$ cat src/rtl/mult_hilo_unit.sv
// HI/LO multiply wrapper. It registers the operands and holds them across a multicycle
// signed multiplier, corrects the product for unsigned multiplies, and owns HI/LO.

module mult_hilo_signed32 (
    input  logic [31:0] a,
    input  logic [31:0] b,
    output logic [63:0] product
);
    logic signed [63:0] a_ext;
    logic signed [63:0] b_ext;

    assign a_ext   = {{32{a[31]}}, a};
    assign b_ext   = {{32{b[31]}}, b};
    assign product = a_ext * b_ext;
endmodule

module mult_hilo_unit #(
    parameter int MULT_CYCLES = 4
) (
    input  logic        clock,
    input  logic        resetn,
    input  logic        start,
    input  logic [1:0]  op,
    input  logic [31:0] in_a,
    input  logic [31:0] in_b,
    output logic        busy,
    output logic        done,
    output logic [31:0] hi,
    output logic [31:0] lo
);
    if (MULT_CYCLES < 1 || MULT_CYCLES > 16) begin : g_bad_mult_cycles
        $error("mult_hilo_unit: MULT_CYCLES=%0d is illegal (legal range 1..16)", MULT_CYCLES);
    end

    typedef enum logic [0:0] {
        S_IDLE = 1'b0,
        S_BUSY = 1'b1
    } state_t;

    typedef enum logic [1:0] {
        OP_MULT  = 2'b00,
        OP_MULTU = 2'b01,
        OP_MTHI  = 2'b10,
        OP_MTLO  = 2'b11
    } op_t;

    localparam logic [3:0] COUNT_LOAD = 4'(MULT_CYCLES - 1);

    state_t      state_q, state_d;
    logic [3:0]  count_q, count_d;
    logic        busy_q, busy_d;
    logic        done_q, done_d;
    logic [31:0] hi_q, hi_d;
    logic [31:0] lo_q, lo_d;
    logic [31:0] a_q, a_d;
    logic [31:0] b_q, b_d;
    logic        unsigned_q, unsigned_d;

    op_t         op_e;
    logic [63:0] product;
    logic [63:0] fix_a;
    logic [63:0] fix_b;
    logic [63:0] result;

    assign op_e = op_t'(op);

    // The multiplier only sees the operand registers, so it has MULT_CYCLES to settle.
    mult_hilo_signed32 u_mult (
        .a       (a_q),
        .b       (b_q),
        .product (product)
    );

    // Unsigned view of each operand adds 2^32 times the other operand when its MSB is set.
    assign fix_a  = a_q[31] ? {b_q, 32'b0} : 64'b0;
    assign fix_b  = b_q[31] ? {a_q, 32'b0} : 64'b0;
    assign result = unsigned_q ? (product + fix_a + fix_b) : product;

    always_comb begin
        // NOTE: every next value defaults to hold (or idle) first, so no latch can be inferred.
        state_d    = state_q;
        count_d    = count_q;
        busy_d     = busy_q;
        done_d     = 1'b0;
        hi_d       = hi_q;
        lo_d       = lo_q;
        a_d        = a_q;
        b_d        = b_q;
        unsigned_d = unsigned_q;

        case (state_q)
            S_IDLE: begin
                if (start) begin
                    case (op_e)
                        OP_MULT, OP_MULTU: begin
                            a_d        = in_a;
                            b_d        = in_b;
                            unsigned_d = (op_e == OP_MULTU);
                            count_d    = COUNT_LOAD;
                            busy_d     = 1'b1;
                            state_d    = S_BUSY;
                        end
                        OP_MTHI: hi_d = in_a;
                        OP_MTLO: lo_d = in_a;
                    endcase
                end
            end
            S_BUSY: begin
                // Any start arriving here is dropped; the issuing stage holds it until idle.
                if (count_q == 4'd0) begin
                    hi_d    = result[63:32];
                    lo_d    = result[31:0];
                    done_d  = 1'b1;
                    busy_d  = 1'b0;
                    state_d = S_IDLE;
                end else begin
                    count_d = count_q - 4'd1;
                end
            end
            default: state_d = S_IDLE;
        endcase
    end

    always_ff @(posedge clock) begin
        // NOTE: non-blocking assignments so every register updates from pre-edge values.
        if (!resetn) begin
            state_q    <= S_IDLE;
            count_q    <= 4'd0;
            busy_q     <= 1'b0;
            done_q     <= 1'b0;
            hi_q       <= 32'd0;
            lo_q       <= 32'd0;
            a_q        <= 32'd0;
            b_q        <= 32'd0;
            unsigned_q <= 1'b0;
        end else begin
            state_q    <= state_d;
            count_q    <= count_d;
            busy_q     <= busy_d;
            done_q     <= done_d;
            hi_q       <= hi_d;
            lo_q       <= lo_d;
            a_q        <= a_d;
            b_q        <= b_d;
            unsigned_q <= unsigned_d;
        end
    end

    assign busy = busy_q;
    assign done = done_q;
    assign hi   = hi_q;
    assign lo   = lo_q;
endmodule

$ cat config.mk
export PLATFORM = sky130hd
export DESIGN_NAME = mult_hilo_unit
export DESIGN_NICKNAME = d
export VERILOG_FILES = /design/src/rtl/mult_hilo_unit.sv
export SDC_FILE = /design/constraint.sdc
export NUM_CORES = 2
export LEC_CHECK = 0
export ABC_CLOCK_PERIOD_IN_PS = 13430
export CORE_ASPECT_RATIO = 0.9
export CORE_MARGIN = 2
export CORE_UTILIZATION = 25
export CTS_BUF_LIST = sky130_fd_sc_hd__clkbuf_8
export DETAILED_ROUTE_END_ITERATION = 8
export PLACE_DENSITY_LB_ADDON = 0.15
export SETUP_SLACK_MARGIN = 0.4
export SLEW_MARGIN = 20
export SYNTH_ARGS = -nofsm -noshare
export SYNTH_HDL_FRONTEND = slang
export SYNTH_SLANG_ARGS = --single-unit
$ cat constraint.sdc
create_clock -name clock -period 13.43 [get_ports clock]
set_input_delay 4.029 -clock clock [delete_from_list [all_inputs] [get_ports clock]]
set_output_delay 4.029 -clock clock [all_outputs]
set_load 0.005 [all_outputs]
==> summary.txt <==
outcome -> complete, no violations
layout cells sized above 1 -> 3.77%
Synth Register Bits -> 136
Mean Syn Cell Area -> 9.03 um2
number of global-route vias before repair -> 35,261
final setup violation count -> 0
register area -> 0.00273 mm2
largest net degree at the start of global routing -> 70
Worst-Skew Late Latency -> 0.56 ns
Pwr Density -> 41.0 mW/mm2
Worst-Margin Slew -> 1.09 ns
Peak supply drop -> 0.0792 mV
floorplan die height -> 402 um
GR Util All Layers -> 17.7%
synthesized cell area -> 0.0440 mm2
routed wire length -> 154,000 um
predominant post-synthesis flop cell -> dfxtp_1
H-Tree Depth -> 4
Crit Path Category -> flip-flop to flip-flop
most used cell, CP -> fa_1
antenna violations before repair -> 6
Die W -> 446 um
area of the multi-input gates -> 0.0364 mm2
number of setup buffers added after CTS -> 0
total grt overflow -> 0
Setup crit start kind -> flip-flop
Placed Cells -> 7,140
Post-synth ARST share -> 0%
CTS Buf Count -> 17
max cap viols -> 0
Longest Clk Path Bufs -> 2
Layout Nets -> 6,265
CTS tree -> done
CTS root buf -> clkbuf_8
Ys Warns -> 0
CP Max Fanout -> 22
TNS Setup -> 0 ns
Post-CTS Resized -> 0
clock sinks -> 136
CP max stage cell -> dfxtp_1
Req. time, crit path -> 13.90 ns
DP HPWL -> 125,000 um
Largest delay share family, worst path -> adder cells
total iterations of the first detailed-routing run -> 6
Placement Setup Slack -> 1.79 ns
number of synthesized flops with an enable pin -> 0
RSZ-0062 raised after global routing -> false
antenna-violating nets left -> 0
hold_buf cts -> 0
Vias/cell -> 4.45
fillers -> 18,918
drt drc -> 0
Worst path max stage delay -> 0.86 ns
Core Footprint -> 0.175 mm2
clk_skew -> 0.0362 ns
Initial Util -> 25.1%
worst min path class -> flip-flop to flip-flop
register area share after synthesis -> 6.19%
die area -> 0.179 mm2
max-slew violation count -> 0
Final Wtd Congestion -> 0.842
Pleak -> 22.7 nW
hold slack -> 0.454 ns
Buffers & Inverters on Critical Path -> 6
area grow syn2layout -> 10.1%
clk slew on worst S/H paths -> 0.10 ns
Max transition margin -> 27.3%
DRT iter0 DRCs -> 1,770
Worst EP arrival -> 12.15 ns
hold depth -> 1
min setup slack post-route -> 1.75 ns
Tcrit/Tclk final -> 87.0%
drt wl/cell -> 21.4 um
Mapped Cells -> 4,871
# rows -> 146
min Tclk post-route -> 11.68 ns
stages on the worst setup path -> 37
Ports -> 135
Final Hold Viols -> 0
unique cell type count in the Yosys netlist -> 80
worst reg-to-reg path cell count -> 37
CP endpoint kind -> flip-flop
Finished Layout Cells -> 7,177
routed vias -> 31,957
Syn Nets -> 6,270
port bufs -> 134
Max Fclk -> 0.0856 GHz
first-pass GRT wire length -> 236,000 um
per-stage QoR:
step | total power, mW | util, % | instance area, um2
floorplan | 1.19 | - | 44000
global placement | 1.65 | 27.4 | 48100
detailed placement | 1.65 | 27.4 | 48100
CTS | 2.02 | 27.6 | 48400
global route | 2.15 | 27.6 | 48400
finish | 1.99 | 27.6 | 48400
cells in the final DEF, fill, tap and decap left out, drive strengths merged, types with 7 or more instances in the layout:
master         netlist  layout
fa                1114    1114
inv               1035    1039
nand2              790     790
and2               460     460
ha                 216     216
a21oi              191     191
dfxtp              136     136
clkdlybuf4s50        0     134
buf                  7     111
nor2                92      92
o21ai               82      82
xnor2               64      64
a21o                45      45
nor2b               36      36
nand2b              34      34
xor2                29      29
a211oi              28      28
mux2i               26      26
nand3               23      23
o211ai              23      23
a31oi               20      20
clkbuf             262      18
and3                14      14
o21bai              14      14
o21a                12      12
nor3                11      11
nand4               10      10
or3                  9       9
o22ai                8       8
o31ai                8       8
a221oi               7       7
cell families after synthesis:
group,Yosys count,share of synthesized area (%)
flops,136,6.19
mux,27,0.617
simple gates,1499,16.3
xor+xnor,93,1.85
fa+ha+maj,1330,56.8
compound gates,482,7.08
buf+inv,1304,11.1
state kept, by name, indices dropped and copies added (netlist names):
signal,cells
busy,1
count_q,4
a_q,32
state_q,1
b_q,32
done,1
hi,32
lo,32
unsigned_q,1
Yosys cell counts (3+ instances only):
cell | n | area share [%]
ha_1 | 216 | 6.1
fa_1 | 1114 | 51
a311oi_1 | 3 | 0.060
and3_1 | 14 | 0.20
o22ai_1 | 8 | 0.11
a221oi_1 | 5 | 0.10
nand2b_1 | 34 | 0.48
xnor2_1 | 64 | 1.3
o21bai_1 | 14 | 0.24
o211ai_1 | 23 | 0.39
a211oi_1 | 26 | 0.44
and2_1 | 460 | 6.5
a21oi_1 | 189 | 2.1
o21a_1 | 12 | 0.20
o21ai_1 | 6 | 0.068
nor2_1 | 92 | 0.78
nand3_1 | 23 | 0.26
o21ai_0 | 76 | 0.86
nand2_1 | 790 | 6.7
nor3_1 | 10 | 0.11
a31o_2 | 4 | 0.080
a21o_1 | 45 | 0.77
xor2_1 | 29 | 0.58
nor2b_1 | 36 | 0.51
inv_1 | 1034 | 8.8
or3_1 | 7 | 0.10
o2111ai_1 | 5 | 0.10
clkbuf_1 | 261 | 2.2
dfxtp_1 | 136 | 6.2
a31oi_1 | 19 | 0.27
mux2i_1 | 26 | 0.59
nand4_1 | 10 | 0.14
or3b_2 | 3 | 0.060
buf_1 | 5 | 0.043
nor3b_1 | 5 | 0.085
or2_2 | 3 | 0.043
a21boi_0 | 4 | 0.068
o31ai_1 | 6 | 0.10
area by class of cell:
| type | count | area share [%] |
|---|---|---|
| Antenna cell | 4 | 0.0207 |
| Sequential cell | 136 | 5.64 |
| Timing Repair Buffer | 245 | 4.52 |
| Clock buffer | 18 | 0.512 |
| Tap cell | 2294 | 5.93 |
| Clock inverter | 14 | 0.207 |
| Multi-Input combinational cell | 3431 | 75.2 |
| Inverter | 1035 | 8.03 |
layer usage:
metal	global-route usage (%)	part of all wire [%]	wire length [um]
met5	0	0	0
met4	2.17	1.1	1670
met3	1.30	2.6	3960
met2	30.4	50	76700
met1	24.8	46	71500
final timing paths:
check	from	end	slack, ns
max	a_q[20]	hi[30]	1.75
min	count_q[3]	count_q[3]	0.45
max reg2reg	a_q[20]	hi[30]	1.75
min reg2reg	count_q[3]	count_q[3]	0.45
where the power goes:
part	switching [mW]	leakage [nW]	internal [mW]
combinational	0.725	21.4	0.419
clock	0.227	0.174	0.133
sequential	0.0520	1.12	0.432
total	1.00	22.7	0.983
Power figures use the tool's default switching activity.
